===== src/rtl/alu_system_pkg.sv =====
// Shared types and encodings for the ALU_System hardwired controller.
// The control word struct mirrors the ALU_System control inputs one field per port.
package alu_system_pkg;

   localparam int OPC_W = 4;
   localparam int IMM_W = 8;

   typedef enum logic [2:0] {
      S_IDLE    = 3'd0,
      S_INIT    = 3'd1,
      S_FETCH_L = 3'd2,
      S_FETCH_H = 3'd3,
      S_EXEC    = 3'd4,
      S_HALT    = 3'd5
   } state_t;

   localparam logic [OPC_W-1:0] OP_LDI  = 4'h0;
   localparam logic [OPC_W-1:0] OP_LDM  = 4'h1;
   localparam logic [OPC_W-1:0] OP_STM  = 4'h2;
   localparam logic [OPC_W-1:0] OP_ADD  = 4'h3;
   localparam logic [OPC_W-1:0] OP_LDAR = 4'h4;
   localparam logic [OPC_W-1:0] OP_BRA  = 4'h5;
   localparam logic [OPC_W-1:0] OP_BEQ  = 4'h6;
   localparam logic [OPC_W-1:0] OP_HLT  = 4'hF;

   localparam logic [1:0] FS_DEC  = 2'b00;
   localparam logic [1:0] FS_INC  = 2'b01;
   localparam logic [1:0] FS_LOAD = 2'b10;
   localparam logic [1:0] FS_CLR  = 2'b11;

   localparam logic [1:0] MUX_ALU = 2'b00;
   localparam logic [1:0] MUX_MEM = 2'b01;
   localparam logic [1:0] MUX_IR  = 2'b10;
   localparam logic [1:0] MUX_ARF = 2'b11;

   localparam logic MUXC_ARF = 1'b0;
   localparam logic MUXC_RF  = 1'b1;

   localparam logic [3:0] ALU_PASS_A = 4'b0000;
   localparam logic [3:0] ALU_PASS_B = 4'b0001;
   localparam logic [3:0] ALU_ADD    = 4'b0100;

   localparam logic [1:0] ARF_PC = 2'b00;
   localparam logic [1:0] ARF_AR = 2'b01;
   localparam logic [1:0] ARF_SP = 2'b11;

   localparam logic [3:0] ARF_EN_PC = 4'b1000;
   localparam logic [3:0] ARF_EN_AR = 4'b0100;

   typedef struct packed {
      logic [2:0] rf_outa_sel;
      logic [2:0] rf_outb_sel;
      logic [1:0] rf_funsel;
      logic [3:0] rf_rsel;
      logic [3:0] rf_tsel;
      logic [3:0] alu_funsel;
      logic [1:0] arf_outc_sel;
      logic [1:0] arf_outd_sel;
      logic [1:0] arf_funsel;
      logic [3:0] arf_regsel;
      logic       ir_lh;
      logic       ir_enable;
      logic [1:0] ir_funsel;
      logic       mem_wr;
      logic       mem_cs;
      logic [1:0] muxa_sel;
      logic [1:0] muxb_sel;
      logic       muxc_sel;
      logic       halted;
   } ctrl_t;

   // Everything idle; memory chip select is active-low so it parks high.
   function automatic ctrl_t ctrl_inactive();
      ctrl_t c;
      c        = '0;
      c.mem_cs = 1'b1;
      return c;
   endfunction

   // Register field 00 selects R1, which sits on enable bit [3].
   function automatic logic [3:0] reg_onehot(input logic [1:0] r);
      return 4'b1000 >> r;
   endfunction

endpackage


===== src/rtl/alu_system_ctrl_if.sv =====
// Control/status bundle between the controller (master) and the ALU_System datapath (slave).
interface alu_system_ctrl_if;
   logic        Run;
   logic [15:0] IROut;
   logic [3:0]  ALUOutFlag;
   logic [2:0]  RF_OutASel;
   logic [2:0]  RF_OutBSel;
   logic [1:0]  RF_FunSel;
   logic [3:0]  RF_RSel;
   logic [3:0]  RF_TSel;
   logic [3:0]  ALU_FunSel;
   logic [1:0]  ARF_OutCSel;
   logic [1:0]  ARF_OutDSel;
   logic [1:0]  ARF_FunSel;
   logic [3:0]  ARF_RegSel;
   logic        IR_LH;
   logic        IR_Enable;
   logic [1:0]  IR_Funsel;
   logic        Mem_WR;
   logic        Mem_CS;
   logic [1:0]  MuxASel;
   logic [1:0]  MuxBSel;
   logic        MuxCSel;
   logic        Halted;

   modport master (
      input  Run, IROut, ALUOutFlag,
      output RF_OutASel, RF_OutBSel, RF_FunSel, RF_RSel, RF_TSel, ALU_FunSel,
             ARF_OutCSel, ARF_OutDSel, ARF_FunSel, ARF_RegSel,
             IR_LH, IR_Enable, IR_Funsel, Mem_WR, Mem_CS,
             MuxASel, MuxBSel, MuxCSel, Halted
   );

   modport slave (
      output Run, IROut, ALUOutFlag,
      input  RF_OutASel, RF_OutBSel, RF_FunSel, RF_RSel, RF_TSel, ALU_FunSel,
             ARF_OutCSel, ARF_OutDSel, ARF_FunSel, ARF_RegSel,
             IR_LH, IR_Enable, IR_Funsel, Mem_WR, Mem_CS,
             MuxASel, MuxBSel, MuxCSel, Halted
   );
endinterface


===== src/rtl/alu_system_decode.sv =====
// EXEC-cycle instruction decode: {opcode, Rx, Ry, Z} -> datapath control word.
module alu_system_decode
   import alu_system_pkg::*;
(
   input  logic [OPC_W-1:0] i_opcode,
   input  logic [1:0]       i_rx,
   input  logic [1:0]       i_ry,
   input  logic             i_z,
   output ctrl_t            o_ctrl
);

   always_comb begin
      o_ctrl = ctrl_inactive();
      case (i_opcode)
         OP_LDI: begin
            o_ctrl.muxa_sel  = MUX_IR;
            o_ctrl.rf_funsel = FS_LOAD;
            o_ctrl.rf_rsel   = reg_onehot(i_rx);
         end
         OP_LDM: begin
            o_ctrl.arf_outd_sel = ARF_AR;
            o_ctrl.mem_cs       = 1'b0;
            o_ctrl.muxa_sel     = MUX_MEM;
            o_ctrl.rf_funsel    = FS_LOAD;
            o_ctrl.rf_rsel      = reg_onehot(i_rx);
         end
         OP_STM: begin
            o_ctrl.rf_outb_sel  = {1'b0, i_rx};
            o_ctrl.alu_funsel   = ALU_PASS_B;
            o_ctrl.arf_outd_sel = ARF_AR;
            o_ctrl.mem_cs       = 1'b0;
            o_ctrl.mem_wr       = 1'b1;
         end
         OP_ADD: begin
            o_ctrl.rf_outa_sel = {1'b0, i_rx};
            o_ctrl.rf_outb_sel = {1'b0, i_ry};
            o_ctrl.muxc_sel    = MUXC_RF;
            o_ctrl.alu_funsel  = ALU_ADD;
            o_ctrl.muxa_sel    = MUX_ALU;
            o_ctrl.rf_funsel   = FS_LOAD;
            o_ctrl.rf_rsel     = reg_onehot(i_rx);
         end
         OP_LDAR: begin
            o_ctrl.muxb_sel   = MUX_IR;
            o_ctrl.arf_regsel = ARF_EN_AR;
            o_ctrl.arf_funsel = FS_LOAD;
         end
         OP_BRA: begin
            o_ctrl.muxb_sel   = MUX_IR;
            o_ctrl.arf_regsel = ARF_EN_PC;
            o_ctrl.arf_funsel = FS_LOAD;
         end
         OP_BEQ: begin
            // Z is the flag latched by the previous ALU op, including an ADD one EXEC earlier.
            if (i_z) begin
               o_ctrl.muxb_sel   = MUX_IR;
               o_ctrl.arf_regsel = ARF_EN_PC;
               o_ctrl.arf_funsel = FS_LOAD;
            end
         end
         default: o_ctrl = ctrl_inactive();
      endcase
   end

endmodule


===== src/rtl/alu_system_ctrl.sv =====
// Hardwired sequencer for ALU_System: INIT clears PC, then a 3-cycle
// FETCH_L / FETCH_H / EXEC loop until HLT parks the block in HALT.
//
// state     | meaning
// ----------+-----------------------------------------------
// S_IDLE    | inactive outputs, waiting for Run
// S_INIT    | clear PC
// S_FETCH_L | read mem[PC] into IR low byte, PC++
// S_FETCH_H | read mem[PC] into IR high byte, PC++
// S_EXEC    | decode IROut and drive the datapath for one cycle
// S_HALT    | inactive outputs with Halted=1, exits only on reset
module alu_system_ctrl
   import alu_system_pkg::*;
(
   input  logic              i_clk,
   input  logic              i_rst_n,
   alu_system_ctrl_if.master bus
);

   state_t           r_state;
   state_t           w_state_nxt;
   ctrl_t            w_ctrl;
   ctrl_t            w_exec_ctrl;
   logic [OPC_W-1:0] w_opcode;

   assign w_opcode = bus.IROut[15:12];

   alu_system_decode u_decode (
      .i_opcode (w_opcode),
      .i_rx     (bus.IROut[11:10]),
      .i_ry     (bus.IROut[9:8]),
      .i_z      (bus.ALUOutFlag[3]),
      .o_ctrl   (w_exec_ctrl)
   );

   always_ff @(posedge i_clk or negedge i_rst_n) begin
      if (!i_rst_n) r_state <= S_IDLE;
      else          r_state <= w_state_nxt;
   end

   always_comb begin
      w_state_nxt = r_state;
      case (r_state)
         S_IDLE:    if (bus.Run) w_state_nxt = S_INIT;
         S_INIT:    w_state_nxt = S_FETCH_L;
         S_FETCH_L: w_state_nxt = S_FETCH_H;
         S_FETCH_H: w_state_nxt = S_EXEC;
         S_EXEC:    w_state_nxt = (w_opcode == OP_HLT) ? S_HALT : S_FETCH_L;
         S_HALT:    w_state_nxt = S_HALT;
         default:   w_state_nxt = S_IDLE;
      endcase
   end

   always_comb begin
      w_ctrl = ctrl_inactive();
      case (r_state)
         S_INIT: begin
            w_ctrl.arf_regsel = ARF_EN_PC;
            w_ctrl.arf_funsel = FS_CLR;
         end
         S_FETCH_L, S_FETCH_H: begin
            w_ctrl.arf_outd_sel = ARF_PC;
            w_ctrl.mem_cs       = 1'b0;
            w_ctrl.mem_wr       = 1'b0;
            w_ctrl.ir_enable    = 1'b1;
            w_ctrl.ir_lh        = (r_state == S_FETCH_H);
            w_ctrl.ir_funsel    = FS_LOAD;
            w_ctrl.arf_regsel   = ARF_EN_PC;
            w_ctrl.arf_funsel   = FS_INC;
         end
         S_EXEC:  w_ctrl = w_exec_ctrl;
         S_HALT:  w_ctrl.halted = 1'b1;
         default: w_ctrl = ctrl_inactive();
      endcase
   end

   assign bus.RF_OutASel  = w_ctrl.rf_outa_sel;
   assign bus.RF_OutBSel  = w_ctrl.rf_outb_sel;
   assign bus.RF_FunSel   = w_ctrl.rf_funsel;
   assign bus.RF_RSel     = w_ctrl.rf_rsel;
   assign bus.RF_TSel     = w_ctrl.rf_tsel;
   assign bus.ALU_FunSel  = w_ctrl.alu_funsel;
   assign bus.ARF_OutCSel = w_ctrl.arf_outc_sel;
   assign bus.ARF_OutDSel = w_ctrl.arf_outd_sel;
   assign bus.ARF_FunSel  = w_ctrl.arf_funsel;
   assign bus.ARF_RegSel  = w_ctrl.arf_regsel;
   assign bus.IR_LH       = w_ctrl.ir_lh;
   assign bus.IR_Enable   = w_ctrl.ir_enable;
   assign bus.IR_Funsel   = w_ctrl.ir_funsel;
   assign bus.Mem_WR      = w_ctrl.mem_wr;
   assign bus.Mem_CS      = w_ctrl.mem_cs;
   assign bus.MuxASel     = w_ctrl.muxa_sel;
   assign bus.MuxBSel     = w_ctrl.muxb_sel;
   assign bus.MuxCSel     = w_ctrl.muxc_sel;
   assign bus.Halted      = w_ctrl.halted;

endmodule

===== src/flat_wrapper.sv =====
// flat-port wrapper written by rule: the top's interface ports become plain ports
module alu_system_ctrl_flat import alu_system_pkg::*;
  (i_clk, i_rst_n, bus_Run, bus_IROut, bus_ALUOutFlag, bus_RF_OutASel, bus_RF_OutBSel, bus_RF_FunSel, bus_RF_RSel, bus_RF_TSel, bus_ALU_FunSel, bus_ARF_OutCSel, bus_ARF_OutDSel, bus_ARF_FunSel, bus_ARF_RegSel, bus_IR_LH, bus_IR_Enable, bus_IR_Funsel, bus_Mem_WR, bus_Mem_CS, bus_MuxASel, bus_MuxBSel, bus_MuxCSel, bus_Halted);
  alu_system_ctrl_if bus_i ();
  input  logic i_clk;
  input  logic i_rst_n;
  input wire logic [$bits(bus_i.Run)-1:0] bus_Run;
  input wire logic [$bits(bus_i.IROut)-1:0] bus_IROut;
  input wire logic [$bits(bus_i.ALUOutFlag)-1:0] bus_ALUOutFlag;
  output wire logic [$bits(bus_i.RF_OutASel)-1:0] bus_RF_OutASel;
  output wire logic [$bits(bus_i.RF_OutBSel)-1:0] bus_RF_OutBSel;
  output wire logic [$bits(bus_i.RF_FunSel)-1:0] bus_RF_FunSel;
  output wire logic [$bits(bus_i.RF_RSel)-1:0] bus_RF_RSel;
  output wire logic [$bits(bus_i.RF_TSel)-1:0] bus_RF_TSel;
  output wire logic [$bits(bus_i.ALU_FunSel)-1:0] bus_ALU_FunSel;
  output wire logic [$bits(bus_i.ARF_OutCSel)-1:0] bus_ARF_OutCSel;
  output wire logic [$bits(bus_i.ARF_OutDSel)-1:0] bus_ARF_OutDSel;
  output wire logic [$bits(bus_i.ARF_FunSel)-1:0] bus_ARF_FunSel;
  output wire logic [$bits(bus_i.ARF_RegSel)-1:0] bus_ARF_RegSel;
  output wire logic [$bits(bus_i.IR_LH)-1:0] bus_IR_LH;
  output wire logic [$bits(bus_i.IR_Enable)-1:0] bus_IR_Enable;
  output wire logic [$bits(bus_i.IR_Funsel)-1:0] bus_IR_Funsel;
  output wire logic [$bits(bus_i.Mem_WR)-1:0] bus_Mem_WR;
  output wire logic [$bits(bus_i.Mem_CS)-1:0] bus_Mem_CS;
  output wire logic [$bits(bus_i.MuxASel)-1:0] bus_MuxASel;
  output wire logic [$bits(bus_i.MuxBSel)-1:0] bus_MuxBSel;
  output wire logic [$bits(bus_i.MuxCSel)-1:0] bus_MuxCSel;
  output wire logic [$bits(bus_i.Halted)-1:0] bus_Halted;
  assign bus_i.Run = bus_Run;
  assign bus_i.IROut = bus_IROut;
  assign bus_i.ALUOutFlag = bus_ALUOutFlag;
  assign bus_RF_OutASel = bus_i.RF_OutASel;
  assign bus_RF_OutBSel = bus_i.RF_OutBSel;
  assign bus_RF_FunSel = bus_i.RF_FunSel;
  assign bus_RF_RSel = bus_i.RF_RSel;
  assign bus_RF_TSel = bus_i.RF_TSel;
  assign bus_ALU_FunSel = bus_i.ALU_FunSel;
  assign bus_ARF_OutCSel = bus_i.ARF_OutCSel;
  assign bus_ARF_OutDSel = bus_i.ARF_OutDSel;
  assign bus_ARF_FunSel = bus_i.ARF_FunSel;
  assign bus_ARF_RegSel = bus_i.ARF_RegSel;
  assign bus_IR_LH = bus_i.IR_LH;
  assign bus_IR_Enable = bus_i.IR_Enable;
  assign bus_IR_Funsel = bus_i.IR_Funsel;
  assign bus_Mem_WR = bus_i.Mem_WR;
  assign bus_Mem_CS = bus_i.Mem_CS;
  assign bus_MuxASel = bus_i.MuxASel;
  assign bus_MuxBSel = bus_i.MuxBSel;
  assign bus_MuxCSel = bus_i.MuxCSel;
  assign bus_Halted = bus_i.Halted;
  alu_system_ctrl u_core (.i_clk(i_clk), .i_rst_n(i_rst_n), .bus(bus_i));
endmodule

===== config.mk =====
export PLATFORM = sky130hd
export DESIGN_NAME = alu_system_ctrl_flat
export DESIGN_NICKNAME = d
export VERILOG_FILES = /design/src/rtl/alu_system_pkg.sv /design/src/rtl/alu_system_ctrl_if.sv /design/src/rtl/alu_system_decode.sv /design/src/rtl/alu_system_ctrl.sv /design/src/flat_wrapper.sv
export SDC_FILE = /design/constraint.sdc
export NUM_CORES = 1
export LEC_CHECK = 0
export BUFFER_PORTS_ARGS = -buffer_cell sky130_fd_sc_hd__buf_2
export CAP_MARGIN = 40
export CORE_MARGIN = 3
export CORE_UTILIZATION = 30
export CTS_BUF_LIST = sky130_fd_sc_hd__clkbuf_4 sky130_fd_sc_hd__clkbuf_8 sky130_fd_sc_hd__clkbuf_16
export CTS_CLUSTER_DIAMETER = 120
export DETAILED_ROUTE_END_ITERATION = 10
export PLACE_DENSITY = 0.86
export SYNTH_ARGS = -nofsm -noshare
export SYNTH_HDL_FRONTEND = slang
export SYNTH_SLANG_ARGS = --single-unit

===== constraint.sdc =====
create_clock -name i_clk -period 1.7 [get_ports i_clk]
set_input_delay 0.255 -clock i_clk [delete_from_list [all_inputs] [get_ports i_clk]]
set_output_delay 0.255 -clock i_clk [all_outputs]
set_load 0.005 [all_outputs]

Yosys cells after proc, flatten, opt, wreduce, memory -nomap -nowiden
Cells that the tools add are included.
- flip-flop bits (word level): 3
- input bits: 23
- output and inout bits: 42
- logic and storage cells: 43
- eq/ne operators: 13
- shift-type cells: 1
- muxes and demuxes: 22
- reductions and logical operators: 6
- operators by type and width (kind ; count):
    $pmux 6 s3 ; 2
    $mux 21 ; 1
    $pmux 3 s6 ; 1
    $eq 4x3->1 const B ; 3
    $mux 6 ; 2
    $pmux 2 s2 ; 3
    $pmux 6 s2 ; 1
    $eq 4x2->1 const B ; 2
    $eq 3x2->1 const B ; 2
    $eq 3x3->1 const B ; 2
    $mux 1 ; 6
    $mux 3 ; 2
    $pmux 3 s2 ; 1
    $reduce_or 2->1 ; 3
    $mux 5 ; 1
    $eq 4x1->1 const B ; 1
    $eq 4x4->1 const B ; 1
    $logic_not 4->1 ; 1
    $mux 2 ; 2
    $shr 4x2->4 const A ; 1
    $eq 3x1->1 const B ; 1
    $logic_not 3->1 ; 1
    $reduce_or 3->1 ; 1
    $ne 2x2->1 const B ; 1

Depth between registers and ports, before layout
Gate-level depths: netlist of the first run.
- depth after elaboration: 4
- depth in mapped cells: 5
- gate-level depth less buffers: 3

By module
From an unflattened synthesis of the first run, not the netlist that was laid out.
- cell total of the unflattened synthesis: 121
- area total of the unflattened synthesis: 945.9 um2
- by module, submodules not included (module ; instances ; cells each ; area each (um2) ; seq. area each (um2)):
    alu_system_ctrl ; 1 ; 65 ; 509.2 ; 75.1
    alu_system_decode ; 1 ; 56 ; 436.7 ; 0.0

Worst setup path before layout of the first run
Ideal clock, no wire load.
- path kind: register to output
- start point: reg u_core.r_state[2]
- end point: out bus_RF_RSel[2]
- arrival: 1.408 ns
- data required time: 1.445 ns
- setup slack: 0.037 ns
- cell stages (with the launch flop): 5
- path buffers: 1
- path through: dfrtp_1 > buf_4 > or3b_4 > a2111o_1 > nor3b_2
- longest elaborated chain between the ends: 2
- ends and longest elaborated chain (what ; line ; source):
    start: declaration ; alu_system_ctrl.sv:20 ; state_t r_state;
    start signal: assignment ; alu_system_ctrl.sv:38 ; else r_state <= w_state_nxt;
    $eq 3x3->1 ; alu_system_ctrl.sv:56 ; case (r_state)
    $mux 21 ; alu_system_ctrl.sv:56 ;
    end: declaration ; flat_wrapper.sv:13 ; output wire logic [$bits(bus_i.RF_RSel)-1:0] bus_RF_RSel;
No other way between the ends.

Worst setup path after layout of the first run
- start point: reg u_core.r_state[0]
- end point: out bus_ARF_RegSel[3]
- longest elaborated chain between the ends: 3
- elaborated cells between the ends (all ways): 6
- classes of those cells: eq/ne: 4; mux: 1; reduce/logical: 1
- ends and longest elaborated chain (what ; line ; source):
    $eq 3x2->1 ; alu_system_ctrl.sv:56 ;
    $reduce_or 2->1 ; alu_system_ctrl.sv:56 ;
    $pmux 6 s3 * ; alu_system_ctrl.sv:56 ;
    end: declaration ; flat_wrapper.sv:19 ; output wire logic [$bits(bus_i.ARF_RegSel)-1:0] bus_ARF_RegSel;
Every way passes the cells marked *; elsewhere a longest branch is shown, timed or not.

==> flow_summary.json, run 1 <==
{
  "irDropWorstVdd_v": 0.000483,
  "dp_slack_ps": -52.3,
  "synth_flop_cell": "dfrtp_1",
  "clk-insertion-delay-late_ps": 230,
  "finalSetupViolCount": 13,
  "grt_pass1_wl_um": 2480,
  "yosysUniqueCellTypes": 31,
  "top_regs": "u_core.r_state x3",
  "skew_ps": 5.99,
  "initial_utilization_pct": 32.7,
  "die_y_um": 49.9,
  "antenna_found_initial": 0,
  "grt_setup_unrepaired": "true",
  "design.core.area_um2": 1760,
  "vias": 641,
  "cts_tree": "done",
  "synthTopCellsByArea": "buf_4 (25%), dfrtp_1 (13%), nor2_1 (7.8%)",
  "max_freq_mhz": 503,
  "routedWlPerCell_um": 11.5,
  "cts.sinks": 3,
  "cp_max_fo": 3,
  "via_per_inst": 4.39,
  "dp_cells": 138,
  "hold_class": "in2reg",
  "ys_warn_count": 0,
  "ant_nets": 0,
  "antenna_cells": 0,
  "critPathRequiredTime_ps": 1440,
  "cts_buffers": 3,
  "synthToLayoutAreaGrowth_pct": 47.7,
  "cts_buffer_depth": 2,
  "grt_max_degree": 12,
  "synthCells": 78,
  "ios": 65,
  "final_nets": 145,
  "power.density_nw_per_um2": 954,
  "total_power_uw": 813,
  "layout_commonest_cell": "buf_2",
  "synthArstFlopShare_pct": 100,
  "power.leakage_uw": 0.000481,
  "synth_edf_count": 0,
  "critPathKind": "reg2out",
  "largest_reg_flops": 3,
  "ff2ff_setup_slack_ps": 440,
  "synth_top_area_cell": "buf_4",
  "violations": "setup timing",
  "endpoint_kind": "primary output",
  "cts-htree-levels": 1,
  "synth_top_area_share_pct": 24.7,
  "dpl.hpwl_um": 1260,
  "die_area_um2": 2490,
  "cp_data_arrival_time_ps": 1730,
  "die_width_um": 49.9,
  "ys_ff_latch": 3,
  "worst_slack_ps": -289,
  "port_buffers": 37,
  "largest_register": "u_core.r_state",
  "drt_iter0_drc": 4,
  "finalCriticalPeriod_ps": 1990,
  "track_usage_pct": 12.5,
  "layout.cells.non_filler": 146,
  "cts_root_buf": "clkbuf_4",
  "final_cell_mix": "buf_2 (37), conb_1 (16), nor2_1 (11)",
  "wl_um": 1680,
  "overflow": 0,
  "synth_seq_area_share_pct": 13.0,
  "path_clk_slew_ps": 30,
  "drc": 0,
  "gp_congestion": 0.733,
  "fin_util_pct": 48.3,
  "holdWs_ps": 321,
  "critPathLaunchType": "flip-flop",
  "rows": 15,
  "synth.cell_area_um2": 577,
  "cap_violations": 0,
  "avgSynthCellArea_um2": 7.39,
  "grt_pass1_vias": 563,
  "slew_violations": 0,
  "drive_above_1_share_pct": 50.4,
  "status": "complete, but fails checks",
  "post-route-period-util_pct": 117,
  "hold_viol_final": 0,
  "first_pass_iters": 4
}
==> worst paths after layout <==
kind / start / end / cells after the start
max: u_core.r_state[0]$_DFFE_PN0P_ / bus_ARF_RegSel[3] / 5
max reg2reg: u_core.r_state[2]$_DFFE_PN0P_ / u_core.r_state[1]$_DFFE_PN0P_ / 5
max in group asynchronous: i_rst_n / u_core.r_state[0]$_DFFE_PN0P_ / 2
min reg2reg: u_core.r_state[2]$_DFFE_PN0P_ / u_core.r_state[0]$_DFFE_PN0P_ / 2
min in group asynchronous: i_rst_n / u_core.r_state[1]$_DFFE_PN0P_ / 2
min: bus_Run / u_core.r_state[0]$_DFFE_PN0P_ / 3
==> per-layer routing <==
layer	vias to the layer above	GRT usage (%)	wire, um
met5	-	0	0
met4	0	5.53	0
met3	0	3.63	118
met2	26	21.1	878
met1	296	14.5	683
li1	319	-	-
==> area by class of cell <==
class	count	area, um2
multi-input cells	65	429
clock buffers	4	30.0
flip-flops and latches	3	75.1
fillers	182	912
inverters	3	11.3
repair buffers	46	275
well taps	25	31.3
==> power breakdown <==
group | total, uW | internal, uW | switching, uW
clock network | 142 | 104 | 37.6
logic | 548 | 273 | 275
registers | 123 | 105 | 17.6
==> stage by stage <==
| step | area [um2] | setup TNS (ps) |
|---|---|---|
| floorplan | 633 | 0 |
| global placement | 732 | -28.4 |
| detailed placement | 732 | -93.5 |
| CTS | 805 | -2090 |
| global route | 852 | -4000 |
| finish | 852 | -2450 |
==> worst max-delay path, cell delays in order, from the launching register on <==
cell	delay [ps]
dfrtp_1	360
or3b_4	420
buf_12	140
or3_4	330
o22ai_1	110
buf_2	130
==> cell families after synthesis <==
group | Yosys count | share of synthesized area, %
buffers and inverters | 25 | 28.9
AND/OR/NAND/NOR | 36 | 36.0
AO/OA/AOI/OAI | 9 | 14.5
XOR/XNOR | 1 | 1.52
multiplexers | 3 | 5.42
other | 1 | 0.650
flip-flops | 3 | 13.0
==> timing repair <==
item / 4_1_cts / 5_1_grt
resized for setup: 4 / 7
hold endpoints to repair: 3 / 0
endpoints found under the setup margin: 17 / 20
pin swaps: 3 / 4
setup buffers: 2 / 1
hold buffers: 1 / 0
==> cells in the mapped netlist (2+ instances only) <==
library cell and number:
nor2_1 12, dfrtp_1 3, and3_1 2, and2_1 2, nor3b_2 2, o21ai_0 3, nor3_1 4, nand2_1 3
inv_1 3, clkbuf_1 2, mux2i_1 2, buf_4 19, nor2b_1 3
Note: power is estimated with default switching activity, not from simulation.
==> run 2, diff against run 1 <==
--- a/config.mk
+++ b/config.mk
@@ -7,7 +7,6 @@
 export LEC_CHECK = 0
 export BUFFER_PORTS_ARGS = -buffer_cell sky130_fd_sc_hd__buf_2
 export CAP_MARGIN = 40
-export CORE_MARGIN = 3
 export CORE_UTILIZATION = 30
 export CTS_BUF_LIST = sky130_fd_sc_hd__clkbuf_4 sky130_fd_sc_hd__clkbuf_8 sky130_fd_sc_hd__clkbuf_16
 export CTS_CLUSTER_DIAMETER = 120
==> constraint.sdc (replaced) <==
create_clock -name i_clk -period 1.7 [get_ports i_clk]
set_input_delay 0.255 -clock i_clk [delete_from_list [all_inputs] [get_ports i_clk]]
set_output_delay 0.255 -clock i_clk [all_outputs]
set_load 0.01 [all_outputs]
==> run 2 against run 1 <==
Compared with the run above:
- clock skew down 3.4 ps
- design area up 2.8%
- utilization up 1.3 points
- highest routed layer is now met4
- the run still ends with setup timing left
- non-clock buffer count unchanged
- first-iteration DRC count rose to 3.5 times the previous value
- via count up 5.9%
- register-to-register slack about the same
- worst hold slack worse by 18 ps
- sequential cell count unchanged
- critical path depth down 1
- die area down 15%
==> flow_summary.json, run 2 (same netlist as run 1, synthesis figures left out) <==
{
  "design.core.area_um2": 1760,
  "fin_util_pct": 49.6,
  "die_area_um2": 2100,
  "switching_share_pct": 44.5,
  "cts_buffer_depth": 2,
  "irDropWorstVdd_v": 0.000464,
  "vias": 679,
  "grt_max_degree": 12,
  "critPathLaunchType": "flip-flop",
  "wl_um": 1680,
  "power.density_nw_per_um2": 1060,
  "dpl.hpwl_um": 1220,
  "track_usage_pct": 15.5,
  "path_clk_slew_ps": 40,
  "antenna_found_initial": 0,
  "ant_nets": 0,
  "port_buffers": 37,
  "critPathRequiredTime_ps": 1440,
  "post-route-period-util_pct": 121,
  "cts.sinks": 3,
  "overflow": 0,
  "hold_viol_final": 0,
  "routedWlPerCell_um": 11.5,
  "cts-htree-levels": 1,
  "hold_class": "in2reg",
  "endpoint_kind": "primary output",
  "drt_iter0_drc": 14,
  "cts_buffers": 3,
  "largest_reg_flops": 3,
  "finalCriticalPeriod_ps": 2050,
  "synthToLayoutAreaGrowth_pct": 51.8,
  "status": "complete, but fails checks",
  "p_seq_share_pct": 13.6,
  "first_pass_iters": 4,
  "rows": 15,
  "cts_root_buf": "clkbuf_4",
  "power.leakage_uw": 0.000492,
  "tns_ps": -2910,
  "max_freq_mhz": 488,
  "clk-insertion-delay-late_ps": 240,
  "grt_pass1_wl_um": 2260,
  "antenna_cells": 0,
  "top_regs": "u_core.r_state x3",
  "grt_setup_unrepaired": "true",
  "violations": "setup timing",
  "skew_ps": 2.59,
  "finalSetupViolCount": 11,
  "clkPwrFrac_pct": 16.1,
  "die_width_um": 45.9,
  "drc": 0,
  "cap_violations": 0,
  "via_per_inst": 4.65,
  "cts_tree": "done",
  "drive_above_1_share_pct": 51.2,
  "final_nets": 145,
  "initial_utilization_pct": 32.7,
  "largest_register": "u_core.r_state",
  "die_y_um": 45.9,
  "p_switching_uw": 412,
  "worst_slack_ps": -349,
  "power.internal_uw": 514,
  "critPathKind": "reg2out",
  "grt_pass1_vias": 508,
  "combPwrFrac_pct": 70.4,
  "slew_violations": 0,
  "gp_congestion": 0.758,
  "layout_commonest_cell": "buf_2",
  "cp_max_fo": 5,
  "final_cell_mix": "buf_2 (37), conb_1 (16), nor2_1 (11)",
  "ios": 65,
  "cp_data_arrival_time_ps": 1790
}
==> run 2: cell types whose count changed in the layout (fill, tap and decap cells not counted) <==
cell     delta
buf_4       -2
buf_6       +2
inv_1       +1
inv_2       -1
nor2_2      -1
nor2_4      +1
nor3_1      -1
nor3_2      +1
o22ai_1     -1
o22ai_2     +1
==> run 2: per-layer routing <==
layer  wire, um  global-route usage (%)  vias up  part of all wire (%)
met1        672                    16.7      308                    40
met3        119                    2.38        6                   7.1
met5          0                       0        -                     0
li1           -                       -      319                     -
met4         36                    10.6        0                   2.1
met2        854                    27.0       46                    51
==> run 2: what timing repair did <==
| action | 4_1_cts | 5_1_grt |
|---|---|---|
| setup endpoints to repair | 19 | 22 |
| hold buffers | 1 | 0 |
| hold endpoints to repair | 3 | 0 |
| pin swaps | 7 | 3 |
| gates resized for setup | 6 | 7 |
| setup buffers | 2 | 0 |
==> run 2: final timing paths <==
kind | start | end | slack [ps] | cells past startpoint
worst max register to register | u_core.r_state[2]$_DFFE_PN0P_ | u_core.r_state[1]$_DFFE_PN0P_ | 440 | 5
min in group asynchronous | i_rst_n | u_core.r_state[1]$_DFFE_PN0P_ | 330 | 2
max in group asynchronous | i_rst_n | u_core.r_state[0]$_DFFE_PN0P_ | 1260 | 2
worst min register to register | u_core.r_state[2]$_DFFE_PN0P_ | u_core.r_state[0]$_DFFE_PN0P_ | 610 | 2
worst min-delay path | bus_Run | u_core.r_state[0]$_DFFE_PN0P_ | 300 | 3
worst max-delay path | u_core.r_state[1]$_DFFE_PN0P_ | bus_RF_RSel[2] | -350 | 4
==> run 2: worst max-delay path, cell delays in order (launching register included) <==
cell and delay, ps:
dfrtp_1 390, or3b_4 400, a2111o_1 400, nor3b_2 210
buf_2 150
==> run 2: area by class of cell <==
cell class	instances	area, um2
Multi-Input combinational cell	65	445
Sequential cell	3	75.1
Fill cell	181	888
Clock buffer	4	30.0
Timing Repair Buffer	46	283
Inverter	3	11.3
Tap cell	25	31.3
==> run 2: power by group through the flow <==
stage                     Sequential, uW  Combinational (uW)  Clock [uW]
after floorplan                      128                 356           0
after global placement               119                 515           0
after detailed placement             122                 533           0
after CTS                            121                 584         149
after global routing                 132                 689         162
final                                126                 651         149
==> run 2: through the flow <==
step | instance area (um2) | power (uW) | hold WS, ps | setup WS [ps] | instances
3_5_place_dp | 751 | 656 | 51.9 | -90.6 | 139
6_report | 876 | 926 | 303 | -349 | 146
5_1_grt | 876 | 983 | 315 | -419 | 146
3_3_place_gp | 751 | 634 | 49.0 | -34.2 | 139
4_1_cts | 847 | 854 | 301 | -333 | 146
2_1_floorplan | 644 | 484 | -40.6 | -16.9 | 93
==> run 3, diff against run 2 <==
--- a/config.mk
+++ b/config.mk
@@ -8,7 +8,6 @@
 export BUFFER_PORTS_ARGS = -buffer_cell sky130_fd_sc_hd__buf_2
 export CAP_MARGIN = 40
 export CORE_UTILIZATION = 30
-export CTS_BUF_LIST = sky130_fd_sc_hd__clkbuf_4 sky130_fd_sc_hd__clkbuf_8 sky130_fd_sc_hd__clkbuf_16
 export CTS_CLUSTER_DIAMETER = 120
 export DETAILED_ROUTE_END_ITERATION = 10
 export PLACE_DENSITY = 0.86
==> run 3 against run 2 <==
Compared with the run above:
- the run still ends with setup timing left
- utilization fell by 0.21 points
- final cell count did not move
- first-iteration DRC count rose by 7.1%
- via count rose by 0.15%
- maximum frequency fell by 0.78%
- sequential share of layout area barely moved
- register-to-register slack barely moved
- non-clock buffer count did not move
- global-route usage did not move
- critical path type unchanged
- highest routed layer unchanged
- critical path depth did not move
==> flow_summary.json, run 3 (same netlist as run 1, synthesis figures left out) <==
{
  "status": "complete, but fails checks",
  "violations": "setup timing",
  "port_buffers": 37,
  "antenna_cells": 0,
  "cpMaxStageDelayCell": "or3b_4",
  "slowest_delay_ps": 400,
  "worst_slack_ps": -365,
  "clkPwrFrac_pct": 14.7,
  "top_regs": "u_core.r_state x3",
  "largest_register": "u_core.r_state",
  "vias": 680,
  "final_cell_mix": "buf_2 (37), conb_1 (16), nor2_1 (11)",
  "dpl.hpwl_um": 1220,
  "cts_buffers": 3,
  "irDropWorstVdd_v": 0.000469,
  "ios": 65,
  "ant_nets": 0,
  "hold_viol_final": 0,
  "grt_pass1_wl_um": 2260,
  "cts_root_buf": "clkbuf_4",
  "finalCriticalPeriod_ps": 2060,
  "cap_violations": 0,
  "grt_setup_unrepaired": "true",
  "track_usage_pct": 15.5,
  "initial_utilization_pct": 32.7,
  "largest_reg_flops": 3,
  "overflow": 0,
  "crit_chain": "or3b_4, a2111o_1, nor3b_2, buf_2",
  "drc": 0,
  "layout.cells.non_filler": 146,
  "die_y_um": 45.9,
  "via_per_inst": 4.66,
  "drive_above_1_share_pct": 50.4,
  "skew_ps": 1.76,
  "gp_congestion": 0.758,
  "cp_num_buf_inv": 1,
  "cts-htree-levels": 1,
  "power.density_nw_per_um2": 1050,
  "clk-insertion-delay-late_ps": 250,
  "wl_um": 1720,
  "final_nets": 145,
  "critPathRequiredTime_ps": 1440,
  "die_width_um": 45.9,
  "slew_violations": 0,
  "critical-path-top-delay-family": "simple AND/OR/NAND/NOR gates",
  "setup.worst_path.start": "u_core.r_state[1]$_DFFE_PN0P_",
  "cp_data_arrival_time_ps": 1810,
  "power.internal_uw": 498,
  "placed_cell_area_um2": 751,
  "rows": 15,
  "endpoint_kind": "primary output",
  "r2r_start": "u_core.r_state[2]$_DFFE_PN0P_",
  "first_pass_iters": 4,
  "cp_max_fo": 5,
  "switching_share_pct": 45.4,
  "grt_max_degree": 12,
  "hp-start": "bus_Run",
  "die_area_um2": 2100,
  "critPathLaunchType": "flip-flop",
  "fin_area_um2": 872,
  "routedWlPerCell_um": 11.8,
  "finalSetupViolCount": 11,
  "cts.sinks": 3,
  "cts_tree": "done",
  "antenna_found_initial": 0,
  "hold_class": "in2reg",
  "post-route-period-util_pct": 121,
  "path_clk_slew_ps": 40,
  "design.core.area_um2": 1760,
  "ff2ff_setup_slack_ps": 430,
  "drt_iter0_drc": 15,
  "power.leakage_uw": 0.000488,
  "synthToLayoutAreaGrowth_pct": 51.2,
  "critPathKind": "reg2out",
  "grt_pass1_vias": 508,
  "dp_cells": 139,
  "holdWs_ps": 297,
  "p_switching_uw": 414,
  "combPwrFrac_pct": 71.5,
  "max_freq_mhz": 484,
  "layout_commonest_cell": "buf_2",
  "dp_slack_ps": -90.6,
  "cts_buffer_depth": 2,
  "p_seq_share_pct": 13.8
}
-- run 3: cell counts in the layout (fill, tap and decap cells not counted) --
No cell type changed its count.
-- run 3: per-stage QoR --
stage               TNS, ps  power [uW]  utilization, %
floorplan             -33.9         484               -
global placement      -65.9         634            42.6
detailed placement     -213         656            42.6
CTS                   -2840         838            47.8
global route          -3840         968            49.4
finish                -2980         912            49.4
-- run 3: path summary, 6_finish.rpt --
kind                                                  to  cells after the start
setup reg to reg           u_core.r_state[1]$_DFFE_PN0P_                      5
hold / removal             u_core.r_state[0]$_DFFE_PN0P_                      3
min in group asynchronous  u_core.r_state[1]$_DFFE_PN0P_                      2
hold reg to reg            u_core.r_state[0]$_DFFE_PN0P_                      2
max in group asynchronous  u_core.r_state[0]$_DFFE_PN0P_                      2
setup / recovery                          bus_RF_RSel[2]                      4
-- run 3: repair_timing --
| item | 4_1_cts | 5_1_grt |
|---|---|---|
| pin swaps | 7 | 3 |
| hold buffers | 1 | 0 |
| buffers inserted | 2 | 0 |
| endpoints found under the hold margin | 3 | 0 |
| endpoints found under the setup margin | 18 | 22 |
| resized for setup | 6 | 7 |
-- run 3: worst register-to-register path, stage by stage (launching register included) --
cell,delay (ps)
dfrtp_1,370
buf_6,140
nor2b_4,130
buf_4,140
nor2b_1,130
o31a_1,240
-- run 3: power by group through the flow --
stage          Combinational (uW)  Clock [uW]  Sequential (uW)
2_1_floorplan                 356           0              128
3_3_place_gp                  515           0              119
3_5_place_dp                  533           0              122
4_1_cts                       584         132              121
5_1_grt                       689         147              132
6_report                      652         134              126
-- run 3: metal layers --
layer	GRT usage [%]	vias to the layer above	wire length [um]	part of all wire, %
li1	-	319	-	-
met1	16.7	312	713	41
met2	27.0	45	860	50
met3	2.38	4	120	7.0
met4	10.6	0	27	1.6
met5	0	-	0	0
-- run 3: final cells by class --
class                           count  area, um2
Tap cell                           25       31.3
Fill cell                         183        892
Clock buffer                        4       26.3
Sequential cell                     3       75.1
Timing Repair Buffer               46        283
Inverter                            3       11.3
Multi-Input combinational cell     65        445
